==> src/rtl/time_keypad_entry_if.sv <==
// Keypad-to-time-entry bus: raw keys and entry controls in, accepted digit and BCD time register out.
interface time_keypad_entry_if;
  logic [9:0]  keys;
  logic        load_en;
  logic        clear_entry;
  logic [3:0]  digit;
  logic        digit_valid;
  logic        key_error;
  logic [15:0] time_bcd;
  logic [2:0]  entry_count;

  modport master (
    output keys, load_en, clear_entry,
    input  digit, digit_valid, key_error, time_bcd, entry_count
  );

  modport slave (
    input  keys, load_en, clear_entry,
    output digit, digit_valid, key_error, time_bcd, entry_count
  );
endinterface

==> src/rtl/time_keypad_entry.sv <==
// Debounced one-hot digit keypad front end: emits one strobe per press and shifts
// accepted digits into a 4-digit MM:SS BCD register for the downstream timer.
module time_keypad_entry #(
  parameter int DEBOUNCE = 4
) (
  input logic                 clock,
  input logic                 clear,
  time_keypad_entry_if.slave  kp
);

  typedef enum logic [1:0] {
    S_IDLE,
    S_DEBOUNCE,
    S_PRESSED,
    S_RELEASE
  } state_t;

  typedef enum logic [1:0] {
    CLS_NONE,
    CLS_ONE,
    CLS_MULTI
  } cls_t;

  localparam logic [3:0] DB_LAST = 4'(DEBOUNCE);
  localparam logic [2:0] MAX_DIGITS = 3'd4;

  function automatic cls_t classify(input logic [9:0] k);
    int n;
    n = 0;
    for (int i = 0; i < 10; i++) n += int'(k[i]);
    if (n == 0) return CLS_NONE;
    if (n == 1) return CLS_ONE;
    return CLS_MULTI;
  endfunction

  function automatic logic [3:0] encode(input logic [9:0] k);
    logic [3:0] code;
    code = '0;
    for (int i = 0; i < 10; i++) begin
      if (k[i]) code = 4'(i);
    end
    return code;
  endfunction

  // Stable-sample counter saturates rather than wrapping back below the threshold.
  function automatic logic [3:0] cnt_inc(input logic [3:0] c);
    if (c == 4'hF) return c;
    return c + 4'd1;
  endfunction

  state_t      state;
  logic [3:0]  cnt;
  logic [3:0]  latched;
  logic [3:0]  digit_q;
  logic        digit_valid_q;
  logic        key_error_q;
  logic [15:0] time_bcd_q;
  logic [2:0]  entry_count_q;

  cls_t        cls_p0;
  logic [3:0]  code_p0;
  logic [3:0]  cnt_nxt_p0;
  logic        accept_p0;

  // Stage p0: classify the raw key lines and decide whether this edge accepts a digit.
  always_comb begin
    cls_p0     = classify(kp.keys);
    code_p0    = encode(kp.keys);
    cnt_nxt_p0 = cnt_inc(cnt);
    accept_p0  = (state == S_DEBOUNCE) && (cls_p0 == CLS_ONE) &&
                 (code_p0 == latched) && (cnt_nxt_p0 == DB_LAST);
  end

  // Registered FSM, strobes and BCD entry register.
  always_ff @(posedge clock or negedge clear) begin
    if (!clear) begin
      state         <= S_IDLE;
      cnt           <= '0;
      latched       <= '0;
      digit_q       <= '0;
      digit_valid_q <= 1'b0;
      key_error_q   <= 1'b0;
      time_bcd_q    <= '0;
      entry_count_q <= '0;
    end else begin
      digit_valid_q <= 1'b0;
      key_error_q   <= 1'b0;

      case (state)
        S_IDLE: begin
          if (cls_p0 == CLS_ONE) begin
            state   <= S_DEBOUNCE;
            latched <= code_p0;
            cnt     <= 4'd1;
          end else if (cls_p0 == CLS_MULTI) begin
            key_error_q <= 1'b1;
          end
        end

        S_DEBOUNCE: begin
          if (cls_p0 == CLS_ONE) begin
            if (code_p0 != latched) begin
              latched <= code_p0;
              cnt     <= 4'd1;
            end else if (accept_p0) begin
              state         <= S_PRESSED;
              cnt           <= '0;
              digit_q       <= latched;
              digit_valid_q <= 1'b1;
            end else begin
              cnt <= cnt_nxt_p0;
            end
          end else begin
            state       <= S_IDLE;
            cnt         <= '0;
            key_error_q <= (cls_p0 == CLS_MULTI);
          end
        end

        // Held keys, including extra ones, are ignored until a clean release.
        S_PRESSED: begin
          if (cls_p0 == CLS_NONE) begin
            state <= S_RELEASE;
            cnt   <= 4'd1;
          end
        end

        S_RELEASE: begin
          if (cls_p0 == CLS_NONE) begin
            if (cnt_nxt_p0 == DB_LAST) begin
              state <= S_IDLE;
              cnt   <= '0;
            end else begin
              cnt <= cnt_nxt_p0;
            end
          end else begin
            state <= S_PRESSED;
            cnt   <= '0;
          end
        end

        default: begin
          state <= S_IDLE;
          cnt   <= '0;
        end
      endcase

      // A clear on the accept edge wins; that digit is lost.
      if (kp.clear_entry) begin
        time_bcd_q    <= '0;
        entry_count_q <= '0;
      end else if (accept_p0 && kp.load_en && (entry_count_q < MAX_DIGITS)) begin
        time_bcd_q    <= {time_bcd_q[11:0], latched};
        entry_count_q <= entry_count_q + 3'd1;
      end
    end
  end

  assign kp.digit       = digit_q;
  assign kp.digit_valid = digit_valid_q;
  assign kp.key_error   = key_error_q;
  assign kp.time_bcd    = time_bcd_q;
  assign kp.entry_count = entry_count_q;

endmodule

==> src/flat_wrapper.sv <==
// flat-port wrapper written by rule: the top's interface ports become plain ports
module time_keypad_entry_flat 
#(
  parameter int DEBOUNCE = 4
)
  (clock, clear, kp_keys, kp_load_en, kp_clear_entry, kp_digit, kp_digit_valid, kp_key_error, kp_time_bcd, kp_entry_count);
  time_keypad_entry_if kp_i ();
  input logic clock;
  input logic clear;
  input wire logic [$bits(kp_i.keys)-1:0] kp_keys;
  input wire logic [$bits(kp_i.load_en)-1:0] kp_load_en;
  input wire logic [$bits(kp_i.clear_entry)-1:0] kp_clear_entry;
  output wire logic [$bits(kp_i.digit)-1:0] kp_digit;
  output wire logic [$bits(kp_i.digit_valid)-1:0] kp_digit_valid;
  output wire logic [$bits(kp_i.key_error)-1:0] kp_key_error;
  output wire logic [$bits(kp_i.time_bcd)-1:0] kp_time_bcd;
  output wire logic [$bits(kp_i.entry_count)-1:0] kp_entry_count;
  assign kp_i.keys = kp_keys;
  assign kp_i.load_en = kp_load_en;
  assign kp_i.clear_entry = kp_clear_entry;
  assign kp_digit = kp_i.digit;
  assign kp_digit_valid = kp_i.digit_valid;
  assign kp_key_error = kp_i.key_error;
  assign kp_time_bcd = kp_i.time_bcd;
  assign kp_entry_count = kp_i.entry_count;
  time_keypad_entry #(.DEBOUNCE(DEBOUNCE)) u_core (.clock(clock), .clear(clear), .kp(kp_i));
endmodule
==> config.mk <==
export PLATFORM = sky130hd
export DESIGN_NAME = time_keypad_entry_flat
export DESIGN_NICKNAME = d
export VERILOG_FILES = /design/src/rtl/time_keypad_entry_if.sv /design/src/rtl/time_keypad_entry.sv /design/src/flat_wrapper.sv
export SDC_FILE = /design/constraint.sdc
export NUM_CORES = 1
export LEC_CHECK = 0
export BUFFER_PORTS_ARGS = -buffer_cell sky130_fd_sc_hd__buf_2
export CORE_ASPECT_RATIO = 0.75
export CORE_UTILIZATION = 49
export CTS_CLUSTER_SIZE = 20
export DETAILED_ROUTE_END_ITERATION = 10
export PLACE_DENSITY = 0.74
export SETUP_SLACK_MARGIN = 0.05
export SLEW_MARGIN = 15
export SYNTH_ARGS = -nofsm -noshare
export SYNTH_HDL_FRONTEND = slang
export SYNTH_SLANG_ARGS = --single-unit
export TNS_END_PERCENT = 10
==> constraint.sdc <==
create_clock -name clock -period 2.8 [get_ports clock]
set_clock_uncertainty 0.2 [all_clocks]
set_input_delay 0.28 -clock clock [delete_from_list [all_inputs] [get_ports clock]]
set_output_delay 0.28 -clock clock [all_outputs]
set_load 0.02 [all_outputs]
Word-level counts from Yosys, hierarchy flattened. Index checks and enable logic that the tools add are counted.

Add/sub/neg operators: 11. $lt $le $gt $ge: 1. Equality and inequality tests: 17. Muxes and demuxes: 51. Bitwise gates (word level): 1. Reductions and logical operators: 14.

Operators by type and width (number): $add A32 B2 Y32 (8); $mux W4 (14); $eq A32 B2 Y1 const B (1); $logic_not A32 Y1 (1); $mux W16 (2); $mux W2 (13); $mux W3 (6); $pmux W4 S4 (1); $mux W1 (12); $pmux W2 S4 (1); $pmux W4 S2 (1); $reduce_and A4 Y1 (2); $eq A2 B2 Y1 const B (3); $ne A3 B2 Y1 const B (2); $logic_and A1 B1 Y1 (5); $reduce_and A5 Y1 (1); $add A4 B1 Y4 const B (1); $eq A2 B1 Y1 const B (2); $eq A4 B3 Y1 const B (1); $eq A4 B4 Y1 (1); $eq A4 B4 Y1 const B (1); $logic_not A2 Y1 (2); $ne A2 B1 Y1 const B (2); $ne A2 B2 Y1 const B (2); other kinds (9) (10).

Bits in registers: 35. Input port bits: 14. Output and inout bits: 25. Word-level logic and storage cells: 103.

Depth between registers and ports, before layout. Gate-level depths: netlist of the first run.

Word-level depth: 22. Depth in mapped cells: 17. Mapped depth without buffers: 15.

Worst setup path before layout of the first run. No wires, ideal clock.

Path type: in2reg. From: input kp_keys[0]. To: register u_core.time_bcd_q[15] (netlist: u_core.kp.time_bcd[15]). Library setup time: 0.132 ns. Arrival time: 4.301 ns. Required time: 2.468 ns. Path slack: -1.832 ns. Stages on the path: 16. Path buffers: 2. Cells stage by stage: ha_1 > inv_1 > fa_1 > fa_1 > fa_1 > fa_1 > fa_1 > nor2_1 > a31oi_1 > nor3b_1 > nand2_1 > nor4_4 > buf_6 > buf_12 > mux2i_1 > nor2_1.

Cells in the longest elaborated chain, start to end: 21. Elaborated cells between the ends (all ways): 24. Those cells by class: 9 x add/sub; 2 x eq/ne; 6 x mux; 7 x reduce/logical.

RTL lines: start: declaration (RTL line flat_wrapper.sv:10) `input wire logic [$bits(kp_i.keys)-1:0] kp_keys;`; $add A1 B1 Y2 (*) (RTL line time_keypad_entry.sv:30) `for (int i = 0; i < 10; i++) n += int'(k[i]);`; $add A32 B2 Y32 (*) (8 in series) (RTL line time_keypad_entry.sv:30); $eq A32 B2 Y1 (RTL line time_keypad_entry.sv:32) `if (n == 1) return CLS_ONE;`; $mux W1 (2 in series) (RTL line time_keypad_entry.sv:32); $mux W2 (RTL line time_keypad_entry.sv:33) `return CLS_MULTI;`; $mux W2 (*) (RTL line time_keypad_entry.sv:32); $eq A2 B1 Y1 (*) (RTL line time_keypad_entry.sv:70) `accept_p0 = (state == S_DEBOUNCE) && (cls_p0 == CLS_ONE) &&`; $logic_and A1 B1 Y1 (*) (2 in series) (RTL line time_keypad_entry.sv:70); $logic_and A1 B1 Y1 (*) (RTL line time_keypad_entry.sv:71) `(code_p0 == latched) && (cnt_nxt_p0 == DB_LAST);`; $logic_and A1 B1 Y1 (*) (2 in series) (RTL line time_keypad_entry.sv:152) `end else if (accept_p0 && kp.load_en && (entry_count_q < MAX_DIGITS)) begin`; $reduce_bool A2 Y1 (no source line) (*); end signal: assignment (RTL line time_keypad_entry.sv:153) `time_bcd_q <= {time_bcd_q[11:0], latched};`; end: declaration (RTL line time_keypad_entry.sv:57) `logic [15:0] time_bcd_q;`.

Every way passes the cells marked *; elsewhere a longest branch is shown, timed or not. The select of a mux whose other input is x is not followed. A chain may end at the register's enable or synchronous reset.

Worst setup path in the final report of the first run.
From: input kp_keys[1]. To: register u_core.time_bcd_q[2] (netlist: u_core.kp.time_bcd[2]).

Cells in the longest elaborated chain, start to end: 21. Elaborated cells between the ends (all ways): 34. Those cells by class: 9 x add/sub; 3 x eq/ne; 15 x mux; 7 x reduce/logical.

RTL lines (RTL line): $add A1 B1 Y2 (time_keypad_entry.sv:30); $add A32 B2 Y32 (8 in series) (time_keypad_entry.sv:30); $eq A32 B2 Y1 (time_keypad_entry.sv:32); $mux W1 (2 in series) (time_keypad_entry.sv:32); $mux W2 (time_keypad_entry.sv:33); $mux W2 (time_keypad_entry.sv:32); $eq A2 B1 Y1 (time_keypad_entry.sv:70); $logic_and A1 B1 Y1 (time_keypad_entry.sv:70); $logic_and A1 B1 Y1 (*) (time_keypad_entry.sv:70); $logic_and A1 B1 Y1 (*) (time_keypad_entry.sv:71); $logic_and A1 B1 Y1 (*) (2 in series) (time_keypad_entry.sv:152); $reduce_bool A2 Y1 (no source line) (*).

Marks and branches as above.

==> results.json, run 1 <==
{
  "syn_area_um2": 2023,
  "clockRootBuffer": "clkbuf_8",
  "cpPeakStageDelay_ns": 0.50,
  "ys_ff_latch": 35,
  "critical_path_arrival_ns": 4.09,
  "netlist_top_cells_area": "dfrtp_1, mux2i_1, nor2_1, fa_1, ha_1",
  "die_area_um2": 4393,
  "synth_edf_count": 0,
  "timing_hold_violations_final": 0,
  "worst_setup_path_start_kind": "input port",
  "grt_start_max_net_pins": 36,
  "core_um2": 3804,
  "crit_path_cell_trace": "buf_8 -> ha_4 -> inv_2 -> fa_1 -> fa_1 -> fa_1 -> fa_2 -> fa_2 -> nor2_1 -> a31oi_1 -> nor3b_2 -> nand2_2 -> nor4_4 -> buf_6 -> clkbuf_16 -> mux2i_1 -> nor2_1",
  "drive_gt1_frac": 0.3511,
  "die_h_um": 57.65,
  "numCtsBuffers": 5,
  "ant_nets": 0,
  "die_x_um": 76.20,
  "rows": 19,
  "pwr-share-comb": 0.356,
  "final_cell_count_no_fill": 314,
  "io_pins": 39,
  "synth_top_area_share": 0.4329,
  "worstMarginPinSlew_ns": 0.7647,
  "initial_utilization": 0.5319,
  "setup_violations": 35,
  "critPathRequiredTime_ns": 2.76,
  "grt_pass1_wl_um": 6969,
  "synthArstFlopShare": 1.000,
  "diodes": 0,
  "max_freq_mhz": 242.5,
  "grt_pass1_vias": 1578,
  "layout_min_cycle_time_ns": 4.123,
  "min_delay_path_depth": 3,
  "cp_num_buf_inv": 4,
  "synthFlopType": "dfrtp_1",
  "dp_hpwl_um": 3115,
  "worst_hold_path.endpoint": "u_core.kp.entry_count[2]",
  "drt_wl_total_um": 4445,
  "syn-num-nets": 221,
  "post-route-period-util": 1.473,
  "critical_path.top_delay_family": "adder cells",
  "place_congestion": 0.8225,
  "worstSetupEndpointType": "register",
  "cpMostUsedCell": "fa_1",
  "ir_drop_v": 0.0005994,
  "r2r_slack_ns": 0.08,
  "regToRegStartpoint": "u_core.cnt[1]",
  "synthCells": 194,
  "clock_path_buffers": 2,
  "drv_cap": 0,
  "drc": 0,
  "status": "complete, but fails checks",
  "p_seq_frac": 0.408,
  "viasPerCell": 5.322,
  "cp_max_fo": 4,
  "dp.cells": 301,
  "violations": "setup timing",
  "p_switching_mw": 0.5174,
  "fin_tns_setup_ns": -40.40,
  "htreeDepth": 2,
  "synth.distinct_cells": 44,
  "grt_overflow_total": 0,
  "grt_setup_unrepaired": "yes",
  "grtUsageTotal": 0.2042,
  "slew-limit-headroom": 0.4902,
  "hp-start": "kp_load_en",
  "vias": 1671,
  "cp_num_cells": 17,
  "p_sw_frac": 0.3461,
  "reg2reg_depth": 10,
  "drv_slew": 0,
  "internal_power_mw": 0.9775,
  "dr.pass1.iters": 4,
  "path_class": "input port to register",
  "power_frac_clock": 0.236,
  "antenna_found_initial": 0,
  "fin_ws_ns": -1.323,
  "rr_endpoint": "u_core.kp.time_bcd[2]",
  "nNetsFinal": 288,
  "leakagePower_nw": 1.299,
  "io_buffer_count": 38,
  "cts_sinks": 35,
  "post-route-util": 0.6964,
  "clock_latency_ns": 0.29,
  "yosys_warnings": 0,
  "drt_iter0_markers": 52,
  "syn_area_per_cell_um2": 10.43,
  "cts_tree": "yes",
  "min_path_type": "input port to register",
  "powerDensity_nw_per_um2": 564.4,
  "avgRoutedWirePerCell_um": 14.16,
  "dp_slack_ns": -1.617,
  "ys_seq_area_frac": 0.4329,
  "slowest_stage": "fa_1",
  "synth.largest_area_cell": "dfrtp_1",
  "path_clk_slew_ns": 0.07,
  "area_delta_synth_final_pct": 30.92
}
## flip-flops by register name, indices dropped and copies added, names as in the netlist
name / cells
u_core.cnt: 4
u_core.kp.time_bcd: 16
u_core.kp.entry_count: 3
u_core.kp.digit: 4
u_core.state: 2
u_core.kp.digit_valid: 1
u_core.latched: 4
u_core.kp.key_error: 1
## power groups by stage
| stage | sequential, mW | clock [mW] | combinational (mW) |
|---|---|---|---|
| after floorplan | 0.614 | 0 | 0.304 |
| after global placement | 0.614 | 0 | 0.469 |
| after detailed placement | 0.616 | 0 | 0.485 |
| after CTS | 0.607 | 0.356 | 0.507 |
| after global routing | 0.618 | 0.385 | 0.590 |
| final | 0.611 | 0.353 | 0.532 |
## worst reg2reg max path, stage by stage, from the launching register on
cell	delay (ns)
dfrtp_1	0.41
ha_1	0.20
nor3b_1	0.18
a31oi_1	0.06
or3b_4	0.41
or2_1	0.30
nor4_4	0.25
buf_6	0.16
clkbuf_16	0.14
mux2i_1	0.23
nor2_1	0.07
## stage by stage
step                hold slack (ns)  cell area, um2  power (mW)
floorplan                   -0.2156            2048      0.9178
global placement             0.1860            2439       1.083
detailed placement           0.1856            2439       1.101
CTS                         0.07433            2562       1.471
global route                0.08107            2649       1.593
finish                      0.07815            2649       1.495
## layout by cell type, fill, tap and decap left out, drive strengths merged, types with 2 or more instances in the layout
master | synthesis | layout
buf | 4 | 64
dfrtp | 35 | 35
nor2 | 33 | 33
mux2i | 17 | 17
inv | 16 | 16
nand2 | 9 | 9
a21oi | 8 | 8
clkbuf | 3 | 8
ha | 7 | 7
o21ai | 6 | 6
fa | 6 | 6
a31oi | 5 | 5
mux2 | 5 | 5
nand2b | 4 | 4
xnor2 | 3 | 3
nand3 | 3 | 3
nor3 | 3 | 3
nor2b | 2 | 2
and3 | 2 | 2
nand3b | 2 | 2
a21boi | 2 | 2
nor3b | 2 | 2
o311ai | 2 | 2
or2 | 2 | 2
a311oi | 2 | 2
## cells in the mapped netlist, types with 2 or more instances
cell      number
a21oi_1        8
nand2b_1       4
a31oi_1        5
o21ai_0        5
xnor2_1        3
nor2b_1        2
a21boi_0       2
nor2_1        33
nand3_1        3
ha_1           7
nand3b_1       2
fa_1           6
mux2_1         4
mux2i_1       17
clkbuf_1       3
nand2_1        9
nor3b_1        2
nor3_1         2
and3_1         2
dfrtp_1       35
inv_1         16
buf_6          2
## worst max-delay path by stage
stage,from,endpoint,slack (ns)
after floorplan,kp_keys[1],u_core.kp.time_bcd[4],-1.45
after global placement,kp_keys[1],u_core.cnt[1],-1.52
after detailed placement,kp_keys[1],u_core.kp.time_bcd[5],-1.62
after CTS,kp_keys[1],u_core.kp.time_bcd[5],-1.27
after global routing,kp_keys[1],u_core.kp.time_bcd[2],-1.47
final,kp_keys[1],u_core.kp.time_bcd[2],-1.32
## what timing repair did
action | CTS | global route
pin swaps | 4 | 3
hold endpoints to repair | 35 | 0
resized for setup | 10 | 6
gates cloned | 0 | 2
setup buffers | 0 | 2
endpoints found under the setup margin | 35 | 35
hold buffers | 1 | 0
## kinds of logic after synthesis
group | after synthesis | synth area share
adder cells (fa/ha/maj) | 13 | 0.1027
XOR/XNOR | 3 | 0.01299
AO/OA/AOI/OAI | 33 | 0.1181
AND/OR/NAND/NOR | 65 | 0.1633
buffers and inverters | 23 | 0.05813
flip-flops | 35 | 0.4329
multiplexers | 22 | 0.1119
## per-layer routing
metal / track usage / vias up / part of all wire
li1: - / 802 / -
met1: 0.2759 / 818 / 0.46
met2: 0.3416 / 48 / 0.48
met3: 0.04724 / 3 / 0.049
met4: 0.04945 / 0 / 0.0036
met5: 0 / - / 0
## area by class of cell
| cell class | instances | area, um2 |
|---|---|---|
| clock buffers | 6 | 72.57 |
| clock inverters | 2 | 12.51 |
| fillers | 275 | 1155 |
| inverters | 16 | 60.06 |
| multi-input cells | 136 | 1085 |
| flip-flops and latches | 35 | 875.8 |
| well taps | 52 | 65.06 |
| repair buffers | 67 | 478.0 |
Note: power is estimated with default switching activity, not from simulation.
==> inputs of run 2 (changes only) <==
--- a/config.mk
+++ b/config.mk
@@ -5,12 +5,13 @@
 export SDC_FILE = /design/constraint.sdc
 export NUM_CORES = 1
 export LEC_CHECK = 0
+export ABC_AREA = 1
 export BUFFER_PORTS_ARGS = -buffer_cell sky130_fd_sc_hd__buf_2
 export CORE_ASPECT_RATIO = 0.75
-export CORE_UTILIZATION = 49
+export CORE_UTILIZATION = 50
 export CTS_CLUSTER_SIZE = 20
 export DETAILED_ROUTE_END_ITERATION = 10
-export PLACE_DENSITY = 0.74
+export PLACE_DENSITY = 0.75
 export SETUP_SLACK_MARGIN = 0.05
 export SLEW_MARGIN = 15
 export SYNTH_ARGS = -nofsm -noshare
==> run 2 against run 1 <==
Against the previous run: the run still ends with setup timing left; register-to-register slack improved by 0.30 ns; via count up 14%; sequential power increased by 2%; wire length is 4.7% higher; first-iteration DRC count is 120% higher; cell count grew 23%; hold slack gained 0.015 ns; non-clock buffer count down 6; critical endpoint is now u_core.kp.time_bcd[9]; largest cell class unchanged; largest power group unchanged.
==> results.json, run 2 <==
{
  "numCtsBuffers": 5,
  "drt_wl_total_um": 4655,
  "fin_ws_ns": -1.118,
  "synthArstFlopShare": 1.000,
  "muxShareOfSynthArea": 0,
  "grt_pass1_wl_um": 8190,
  "syn_area_um2": 2156,
  "setup_violations": 35,
  "dp_slack_ns": -1.565,
  "worst_setup_path_start_kind": "input port",
  "nNetsFinal": 357,
  "io_pins": 39,
  "antenna_found_initial": 0,
  "post-route-period-util": 1.399,
  "cts_tree": "yes",
  "die_h_um": 58.87,
  "drv_cap": 0,
  "grt_pass1_vias": 1838,
  "vias": 1911,
  "final_cell_mix": "nand2_1, inv_1, buf_2, dfrtp_1, buf_4",
  "leakagePower_nw": 1.562,
  "fillCellCount": 358,
  "area_delta_synth_final_pct": 26.76,
  "clock_latency_ns": 0.29,
  "dr.pass1.iters": 4,
  "min_path_type": "input port to register",
  "synthTopCellsByCount": "nand2_1, inv_1, dfrtp_1",
  "drc": 0,
  "ys_seq_area_frac": 0.4063,
  "ys_ff_latch": 35,
  "timing_hold_violations_final": 0,
  "grt_start_max_net_pins": 36,
  "grtUsageTotal": 0.2321,
  "regToRegStartpoint": "u_core.cnt[0]",
  "status": "complete, but fails checks",
  "synth.largest_area_cell": "dfrtp_1",
  "worstSetupEndpointType": "register",
  "whs_ns": 0.09311,
  "syn-num-nets": 296,
  "yosys.area_share.simple": 0.3256,
  "rows": 20,
  "core_um2": 4104,
  "critPathRequiredTime_ns": 2.78,
  "synth_edf_count": 0,
  "critical_path_arrival_ns": 3.90,
  "synth_compound_area_frac": 0.06268,
  "synthCells": 269,
  "yosys_warnings": 0,
  "post-route-util": 0.6659,
  "worstSetupStartpoint": "kp_keys[1]",
  "viasPerCell": 4.964,
  "netlist_top_cells_area": "dfrtp_1, nand2_1, inv_1, fa_1, nand3_2",
  "die_x_um": 77.82,
  "ir_drop_v": 0.0003881,
  "hp-start": "kp_clear_entry",
  "path_clk_slew_ns": 0.07,
  "layout_min_cycle_time_ns": 3.918,
  "synth_top_area_share": 0.4063,
  "diodes": 0,
  "synthFlopType": "dfrtp_1",
  "cp_max_fo": 6,
  "io_buffer_count": 38,
  "place_congestion": 0.9016,
  "avgRoutedWirePerCell_um": 12.09,
  "syn_area_per_cell_um2": 8.014,
  "largest_reg_flops": 16,
  "htreeDepth": 2,
  "synth_adder_area_share": 0.09634,
  "max_freq_mhz": 255.2,
  "initial_utilization": 0.5253,
  "drt_iter0_markers": 115,
  "cts_sinks": 35,
  "finalPower_mw": 1.573,
  "clockRootBuffer": "clkbuf_8",
  "synth-xor-area-share": 0.01161,
  "path_class": "input port to register",
  "final_common_cell": "nand2_1",
  "fin_tns_setup_ns": -36.49,
  "worstMarginPinSlew_ns": 0.7602,
  "clock_path_buffers": 2,
  "die_area_um2": 4581,
  "drv_slew": 0,
  "drive_gt1_frac": 0.3152,
  "slew-limit-headroom": 0.4932,
  "powerDensity_nw_per_um2": 575.8,
  "ant_nets": 0,
  "grt_setup_unrepaired": "yes",
  "synth_top_family_by_area": "simple AND/OR/NAND/NOR gates",
  "synth.distinct_cells": 25,
  "grt_overflow_total": 0,
  "violations": "setup timing",
  "dp_hpwl_um": 3317,
  "yosysMostFrequentCell": "nand2_1"
}
## run 2: cell count changes in the layout (fill, tap and decap cells not counted), moves of 11 or more
cell,change
inv_1,+24
nand3_1,+15
nand4_1,+11
nor2_1,-22
mux2i_1,-17
nand2_1,+73
nand3_2,+14
## run 2: final cells by class
type | count | area [um2] | area share
clock inverter | 1 | 5.005 | 0.001832
inverter | 45 | 168.9 | 0.06181
timing repair buffer | 61 | 389.1 | 0.1424
tap | 55 | 68.82 | 0.02518
multi-input combinational | 182 | 1142 | 0.4180
sequential | 35 | 875.8 | 0.3205
clock buffer | 6 | 82.58 | 0.03022
## run 2: timing repair
item,CTS,global route
gates resized for setup,18,4
pin swaps,5,3
endpoints found under the setup margin,35,35
hold endpoints to repair,35,0
cloned,0,1
hold buffers,1,0
buffers inserted,1,0
## run 2: worst paths after layout
check,slack [ns],endpoint,cells past startpoint
max,-1.12,u_core.kp.time_bcd[9],21
min,0.09,u_core.kp.time_bcd[8],4
max reg2reg,0.38,u_core.kp.time_bcd[15],11
min reg2reg,0.28,u_core.kp.digit[3],2
max in group asynchronous,1.52,u_core.cnt[2],2
min in group asynchronous,0.40,u_core.kp.time_bcd[14],2
## run 2: through the flow
stage	cells	cell area, um2
after floorplan	269	2185
after global placement	375	2549
after detailed placement	375	2549
after CTS	384	2715
after global routing	385	2733
final	385	2733
## run 2: worst max-delay path: stages
cell and delay, ns:
buf_8 0.10, ha_4 0.25, inv_2 0.03, fa_1 0.46, fa_1 0.51, fa_1 0.44, fa_2 0.38, fa_2 0.36
nor2_2 0.09, a21oi_1 0.07, nor2_1 0.08, o21ai_1 0.07, inv_1 0.08, nand3_2 0.08, inv_2 0.08, nand2_4 0.07
inv_2 0.08, nand3_4 0.10, buf_4 0.18, nand3_2 0.05, nand2_1 0.06
## run 2: routing by layer
metal	GRT usage	routed length [um]	part of all wire
met1	0.3024	2258	0.49
met2	0.3856	2181	0.47
met3	0.05891	164	0.035
met4	0.07278	51	0.011
met5	0	0	0
## run 2: power by group
part           total [mW]  leakage [nW]  internal [mW]  switching [mW]
clock network       0.366        0.0470          0.193           0.173
registers           0.624         0.476          0.561          0.0637
logic               0.583          1.04          0.234           0.350
total                1.57          1.56          0.987           0.586
## run 2: cell families after synthesis
| kind of cell | count (synthesis) |
|---|---|
| AO/OA/AOI/OAI | 25 |
| flip-flops | 35 |
| buffers and inverters | 52 |
| AND/OR/NAND/NOR | 142 |
| adder cells (fa/ha/maj) | 13 |
| XOR/XNOR | 2 |
